===== src/rtl/microwave_pkg.sv =====
// Shared types and limits for the microwave cook-time controller.
package microwave_pkg;

  typedef enum logic [1:0] {
    IDLE  = 2'd0,
    RUN   = 2'd1,
    PAUSE = 2'd2,
    DONE  = 2'd3
  } state_t;

  localparam int MIN_W = 7;
  localparam int SEC_W = 6;

  localparam logic [MIN_W-1:0] MAX_MIN = 7'd99;
  localparam logic [SEC_W-1:0] MAX_SEC = 6'd59;

  function automatic logic [MIN_W-1:0] sat_min(input logic [MIN_W-1:0] m);
    return (m > MAX_MIN) ? MAX_MIN : m;
  endfunction

  function automatic logic [SEC_W-1:0] sat_sec(input logic [SEC_W-1:0] s);
    return (s > MAX_SEC) ? MAX_SEC : s;
  endfunction

endpackage


===== src/rtl/microwave_timer_ctrl_if.sv =====
// Front-panel buttons, time load bus and status outputs of the cook-time controller.
interface microwave_timer_ctrl_if;
  import microwave_pkg::*;

  logic             door_closed;
  logic             start_btn;
  logic             stop_btn;
  logic             load_en;
  logic [MIN_W-1:0] load_min;
  logic [SEC_W-1:0] load_sec;
  logic [MIN_W-1:0] min_out;
  logic [SEC_W-1:0] sec_out;
  logic             magnetron_on;
  logic             beep;
  logic [2:0]       state_out;

  modport master (
    output door_closed, start_btn, stop_btn, load_en, load_min, load_sec,
    input  min_out, sec_out, magnetron_on, beep, state_out
  );

  modport slave (
    input  door_closed, start_btn, stop_btn, load_en, load_min, load_sec,
    output min_out, sec_out, magnetron_on, beep, state_out
  );

endinterface


===== src/rtl/sec_prescaler.sv =====
// Modulus counter producing a one-cycle tick on its last count; clear beats enable.
module sec_prescaler #(
  parameter int MODULUS = 100
) (
  input  logic clk,
  input  logic rst_n,
  input  logic i_en,
  input  logic i_clr,
  output logic o_tick
);

  localparam int               CNT_W = $clog2(MODULUS);
  localparam logic [CNT_W-1:0] LAST  = CNT_W'(MODULUS - 1);

  logic [CNT_W-1:0] r_cnt;

  assign o_tick = i_en && (r_cnt == LAST);

  always_ff @(posedge clk or negedge rst_n) begin
    if (!rst_n) begin
      r_cnt <= '0;
    end else if (i_clr) begin
      r_cnt <= '0;
    end else if (i_en) begin
      r_cnt <= o_tick ? '0 : r_cnt + 1'b1;
    end
  end

endmodule


===== src/rtl/microwave_timer_ctrl.sv =====
// Microwave cook-time controller: MM:SS countdown, magnetron enable and completion beep.
module microwave_timer_ctrl
  import microwave_pkg::*;
#(
  parameter int TICKS_PER_SEC = 100,
  parameter int BEEP_SECS     = 3
) (
  input  logic                  clk,
  input  logic                  rst_n,
  microwave_timer_ctrl_if.slave bus
);

  localparam int              BC_W      = $clog2(BEEP_SECS + 1);
  localparam logic [BC_W-1:0] BEEP_LAST = BC_W'(BEEP_SECS - 1);

  state_t           r_state, w_state_nxt;
  logic [MIN_W-1:0] r_min, w_min_nxt;
  logic [SEC_W-1:0] r_sec, w_sec_nxt;
  logic [BC_W-1:0]  r_beep_cnt, w_beep_cnt_nxt;
  logic             r_mag, w_mag_nxt;
  logic             r_beep, w_beep_nxt;

  logic w_tick, w_en, w_clr, w_pause_req, w_time_zero, w_time_one;

  assign w_time_zero = (r_min == '0) && (r_sec == '0);
  assign w_time_one  = (r_min == '0) && (r_sec == SEC_W'(1));
  assign w_pause_req = bus.stop_btn || !bus.door_closed;

  // A pausing RUN cycle must not advance the prescaler, so its phase survives the pause.
  assign w_en  = ((r_state == RUN) && !w_pause_req) || (r_state == DONE);
  assign w_clr = (r_state == IDLE) || (w_state_nxt == IDLE);

  sec_prescaler #(.MODULUS(TICKS_PER_SEC)) u_prescaler (
    .clk    (clk),
    .rst_n  (rst_n),
    .i_en   (w_en),
    .i_clr  (w_clr),
    .o_tick (w_tick)
  );

  always_ff @(posedge clk or negedge rst_n) begin
    if (!rst_n) r_state <= IDLE;
    else        r_state <= w_state_nxt;
  end

  always_comb begin
    w_state_nxt = r_state;
    case (r_state)
      IDLE:  if (!bus.stop_btn && bus.door_closed && bus.start_btn && !w_time_zero)
               w_state_nxt = RUN;
      RUN:   if (w_pause_req)              w_state_nxt = PAUSE;
             else if (w_tick && w_time_one) w_state_nxt = DONE;
      PAUSE: if (bus.stop_btn)                           w_state_nxt = IDLE;
             else if (bus.door_closed && bus.start_btn)  w_state_nxt = RUN;
      DONE:  if (bus.stop_btn || bus.start_btn)          w_state_nxt = IDLE;
             else if (w_tick && (r_beep_cnt == BEEP_LAST)) w_state_nxt = IDLE;
      default: w_state_nxt = IDLE;
    endcase
  end

  always_comb begin
    w_min_nxt      = r_min;
    w_sec_nxt      = r_sec;
    w_beep_cnt_nxt = '0;
    w_mag_nxt      = (r_state == RUN);
    w_beep_nxt     = (r_state == DONE);
    case (r_state)
      IDLE: begin
        if (bus.stop_btn) begin
          w_min_nxt = '0;
          w_sec_nxt = '0;
        end else if (bus.load_en) begin
          w_min_nxt = sat_min(bus.load_min);
          w_sec_nxt = sat_sec(bus.load_sec);
        end
      end
      RUN: begin
        // w_tick is already suppressed on pausing cycles.
        if (w_tick && !w_time_zero) begin
          if (r_sec != '0) begin
            w_sec_nxt = r_sec - 1'b1;
          end else begin
            w_sec_nxt = MAX_SEC;
            w_min_nxt = r_min - 1'b1;
          end
        end
      end
      PAUSE: begin
        if (bus.stop_btn) begin
          w_min_nxt = '0;
          w_sec_nxt = '0;
        end
      end
      DONE: w_beep_cnt_nxt = w_tick ? r_beep_cnt + 1'b1 : r_beep_cnt;
      default: ;
    endcase
  end

  always_ff @(posedge clk or negedge rst_n) begin
    if (!rst_n) begin
      r_min      <= '0;
      r_sec      <= '0;
      r_beep_cnt <= '0;
      r_mag      <= 1'b0;
      r_beep     <= 1'b0;
    end else begin
      r_min      <= w_min_nxt;
      r_sec      <= w_sec_nxt;
      r_beep_cnt <= w_beep_cnt_nxt;
      r_mag      <= w_mag_nxt;
      r_beep     <= w_beep_nxt;
    end
  end

  assign bus.min_out      = r_min;
  assign bus.sec_out      = r_sec;
  assign bus.magnetron_on = r_mag;
  assign bus.beep         = r_beep;
  assign bus.state_out    = {1'b0, r_state};

endmodule


===== src/flat_wrapper.sv =====
// flat-port wrapper written by rule: the top's interface ports become plain ports
module microwave_timer_ctrl_flat import microwave_pkg::*;
#(
  parameter int TICKS_PER_SEC = 100,
  parameter int BEEP_SECS     = 3
)
  (clk, rst_n, bus_door_closed, bus_start_btn, bus_stop_btn, bus_load_en, bus_load_min, bus_load_sec, bus_min_out, bus_sec_out, bus_magnetron_on, bus_beep, bus_state_out);
  microwave_timer_ctrl_if bus_i ();
  input  logic clk;
  input  logic rst_n;
  input wire logic [$bits(bus_i.door_closed)-1:0] bus_door_closed;
  input wire logic [$bits(bus_i.start_btn)-1:0] bus_start_btn;
  input wire logic [$bits(bus_i.stop_btn)-1:0] bus_stop_btn;
  input wire logic [$bits(bus_i.load_en)-1:0] bus_load_en;
  input wire logic [$bits(bus_i.load_min)-1:0] bus_load_min;
  input wire logic [$bits(bus_i.load_sec)-1:0] bus_load_sec;
  output wire logic [$bits(bus_i.min_out)-1:0] bus_min_out;
  output wire logic [$bits(bus_i.sec_out)-1:0] bus_sec_out;
  output wire logic [$bits(bus_i.magnetron_on)-1:0] bus_magnetron_on;
  output wire logic [$bits(bus_i.beep)-1:0] bus_beep;
  output wire logic [$bits(bus_i.state_out)-1:0] bus_state_out;
  assign bus_i.door_closed = bus_door_closed;
  assign bus_i.start_btn = bus_start_btn;
  assign bus_i.stop_btn = bus_stop_btn;
  assign bus_i.load_en = bus_load_en;
  assign bus_i.load_min = bus_load_min;
  assign bus_i.load_sec = bus_load_sec;
  assign bus_min_out = bus_i.min_out;
  assign bus_sec_out = bus_i.sec_out;
  assign bus_magnetron_on = bus_i.magnetron_on;
  assign bus_beep = bus_i.beep;
  assign bus_state_out = bus_i.state_out;
  microwave_timer_ctrl #(.TICKS_PER_SEC(TICKS_PER_SEC), .BEEP_SECS(BEEP_SECS)) u_core (.clk(clk), .rst_n(rst_n), .bus(bus_i));
endmodule

===== config.mk =====
export PLATFORM = sky130hd
export DESIGN_NAME = microwave_timer_ctrl_flat
export DESIGN_NICKNAME = d
export VERILOG_FILES = /design/src/rtl/microwave_pkg.sv /design/src/rtl/microwave_timer_ctrl_if.sv /design/src/rtl/sec_prescaler.sv /design/src/rtl/microwave_timer_ctrl.sv /design/src/flat_wrapper.sv
export SDC_FILE = /design/constraint.sdc
export NUM_CORES = 1
export LEC_CHECK = 0
export BUFFER_PORTS_ARGS = -buffer_cell sky130_fd_sc_hd__buf_2
export CAP_MARGIN = 25
export CORE_MARGIN = 5
export CORE_UTILIZATION = 59
export CTS_CLUSTER_SIZE = 25
export DETAILED_ROUTE_END_ITERATION = 7
export GPL_ROUTABILITY_DRIVEN = 1
export PLACE_DENSITY_LB_ADDON = 0.15
export SYNTH_ARGS = -nofsm -noshare
export SYNTH_HDL_FRONTEND = slang
export SYNTH_SLANG_ARGS = --single-unit
export TNS_END_PERCENT = 20

===== constraint.sdc =====
create_clock -name clk -period 5.9 [get_ports clk]
set_clock_uncertainty 0.2 [all_clocks]
set_input_delay 1.18 -clock clk [delete_from_list [all_inputs] [get_ports clk]]
set_output_delay 1.18 -clock clk [all_outputs]
set_load 0.02 [all_outputs]

==> run summary <==
Status: complete, no violations
Final worst path period share: 44.7%
Syn Nets: 242
Async set-reset flop share out of synthesis: 100%
Top-area cell type share of the netlist area: 34.9%
Area grow syn2layout: 12.7%
Final Slew Violations: 0
Worst EP arrival: 2.62 ns
First-pass GRT wire length: 7500 um
Die area: 4390 sq um
I/O pin total: 37
Highest ir drop seen on vdd: 0.262 mV
Crit path time final: 2.64 ns
Drt drc: 0
Setup TNS: 0 ns
F_max: 0.379 GHz
GPL Wtd Cong: 0.902
Detail Route Antenna Nets: 0
Register bit total from synthesis: 26
Slew of the pin with the lowest slew margin: 0.848 ns
Antenna cells: 0
Max cap viols: 0
CTS root buffer: clkbuf_4
Power, Total: 0.963 mW
CP max stage delay: 0.67 ns
Largest area contributor in the synthesized netlist: dfrtp_1
Leakage power: 0.989 nW
Crit Path Max Fanout: 10
CP startpoint kind: register
FF-to-FF path depth: 7
GRT Overall Usage: 21.3%
Vias/cell: 6.03
H-tree depth: 1
Cell breakdown of the critical path: inv_1 > ha_1 > and3b_1 > o21ai_0 > or4b_2 > a21oi_1 > a211oi_1
Pin count of the biggest net entering global routing: 27
Mapped Cells: 212
DR vias: 1736
GR Overflow Total: 0
Chip Height: 66.2 um
Synthesized area: 1870 sq um
Die X: 66.2 um
Yosys cell types: 54
Most frequent cell after synthesis: dfrtp_1
Layout filler cell count: 267
1st-pass router iterations: 4
Core Region: 3050 sq um
Hold path cells: 2
Clk pin slew, worst setup/hold paths: 0.15 ns
Setup violations, final: 0
# port buffers: 35
Crit Path Class: reg2reg
# rows: 20
RSZ-0062 raised after global routing: no
Ys Warns: 0
Vias in the first global route: 1638
Final hold viol count: 0
HP Class: reg2reg
Max-slew headroom: 42.6%
Synth Flop Type: dfrtp_1
Top cells by count, synth: dfrtp_1, a21oi_1, inv_1
Crit. End Element: register
DRT Wirelength: 4340 um
CTS Buf Count: 3
Postcts setup bufs: 0
Nets: 275
Top post-synthesis cells by area: dfrtp_1, ha_1, a21oi_1
Worst-Skew Late Latency: 0.32 ns
Slowest cell on the critical path: or4b_2
Initial antenna violation count: 0
Number of synthesized flops with an enable pin: 0
# hold bufs at CTS: 0
Register area share after synthesis: 34.9%
TritonCTS clock tree: built
PwrDens: 458 nW/um^2
CTS Buffer Depth: 2
CTS resizes: 0
Sink Count: 26
Layout cells sized above 1: 20.1%
Hpwl dp: 3260 um
Worst Path Required: 5.89 ns
Wirelength per Cell: 15.1 um
DRT iter0 DRCs: 136
Syn Area/Cell: 8.80 sq um
Starting Density: 61.1%
worst max-delay path, delay by kind of cell (launching register included):
family | cells | cell delay [ns]
AO/OA/AOI/OAI | 3 | 0.38
adder cells (fa/ha/maj) | 1 | 0.42
buffers and inverters | 1 | 0.11
flip-flops | 1 | 0.48
AND/OR/NAND/NOR | 2 | 0.91
cell usage in the layout (no fill, tap or decap), types with 2 or more instances in the layout:
cell type,instances
a211oi_1,3
a21oi_1,24
a22oi_1,3
a31oi_1,5
a32oi_1,2
a41oi_1,2
and2_1,4
buf_2,35
clkbuf_4,3
dfrtp_1,26
ha_1,11
inv_1,14
nand2_1,12
nand2b_1,3
nand3_1,4
nand4_1,4
nor2_1,11
nor2b_1,3
nor3_1,11
nor3b_1,2
o211ai_1,2
o21a_1,2
o21ai_0,13
o21ai_1,5
o2bb2ai_1,2
o31a_1,2
o31ai_1,6
o41ai_1,2
or2_2,2
xnor2_1,2
xor2_1,2
kinds of logic (layout without fill, tap and decap cells):
family / count (synthesis) / count (layout) / synth area share, %
compound gates: 80 / 80 / 28.8
xor+xnor: 4 / 4 / 1.88
fa+ha+maj: 11 / 11 / 7.38
buf+inv: 21 / 53 / 5.30
flops: 26 / 26 / 34.9
mux: 2 / 2 / 1.14
other cells: 1 / 1 / 0.201
simple gates: 67 / 67 / 20.5
per-stage QoR:
step / util (%) / area [sq um] / setup slack [ns] / hold WS [ns] / instances
final: 68.9 / 2100 / 3.26 / 0.371 / 288
after global routing: 68.9 / 2100 / 3.14 / 0.437 / 288
after CTS: 68.9 / 2100 / 3.29 / 0.366 / 288
after detailed placement: 67.1 / 2050 / 2.95 / 0.334 / 284
after global placement: 67.1 / 2050 / 3.01 / 0.326 / 284
after floorplan: - / 1870 / 3.23 / 0.355 / 212
final timing paths:
path                                                   start                                 endpoint  slack (ns)
setup / recovery                 u_core.r_state[1]$_DFF_PN0_  u_core.u_prescaler.r_cnt[6]$_DFFE_PN0P_        3.26
hold / removal             u_core.bus.min_out[6]$_DFFE_PN0P_        u_core.bus.min_out[6]$_DFFE_PN0P_        0.37
setup reg to reg                 u_core.r_state[1]$_DFF_PN0_  u_core.u_prescaler.r_cnt[6]$_DFFE_PN0P_        3.26
hold reg to reg            u_core.bus.min_out[6]$_DFFE_PN0P_        u_core.bus.min_out[6]$_DFFE_PN0P_        0.37
max in group asynchronous                              rst_n        u_core.bus.sec_out[0]$_DFFE_PN0P_        4.48
min in group asynchronous                              rst_n        u_core.bus.magnetron_on$_DFF_PN0_        0.63
area by class of cell:
cell class                      instances  area (sq um)  share of cell area, %
Sequential cell                        26           651                   31.0
Clock buffer                            3          22.5                   1.07
Inverter                               14          52.6                   2.50
Timing Repair Buffer                   35           175                   8.33
Clock inverter                          1          30.0                   1.43
Tap cell                               44          55.1                   2.62
Multi-Input combinational cell        165          1120                   53.1
routing by layer:
layer / routed length [um] / track usage [%]
met5: 0 / 0
met2: 2160 / 35.3
met4: 40 / 6.09
met1: 1910 / 28.4
met3: 230 / 3.74
report_power, final:
group	total [mW]	internal (mW)	switching (mW)
Clock	0.124	0.0687	0.0557
Sequential	0.280	0.225	0.0550
Combinational	0.558	0.208	0.350
registers in the layout, summed over array words and instances, names as in the netlist:
register,cells
u_core.u_prescaler.r_cnt,7
u_core.r_state,2
u_core.r_beep_cnt,2
u_core.bus.beep,1
u_core.bus.magnetron_on,1
u_core.bus.min_out,7
u_core.bus.sec_out,6
Note: power is estimated with default switching activity, not from simulation.
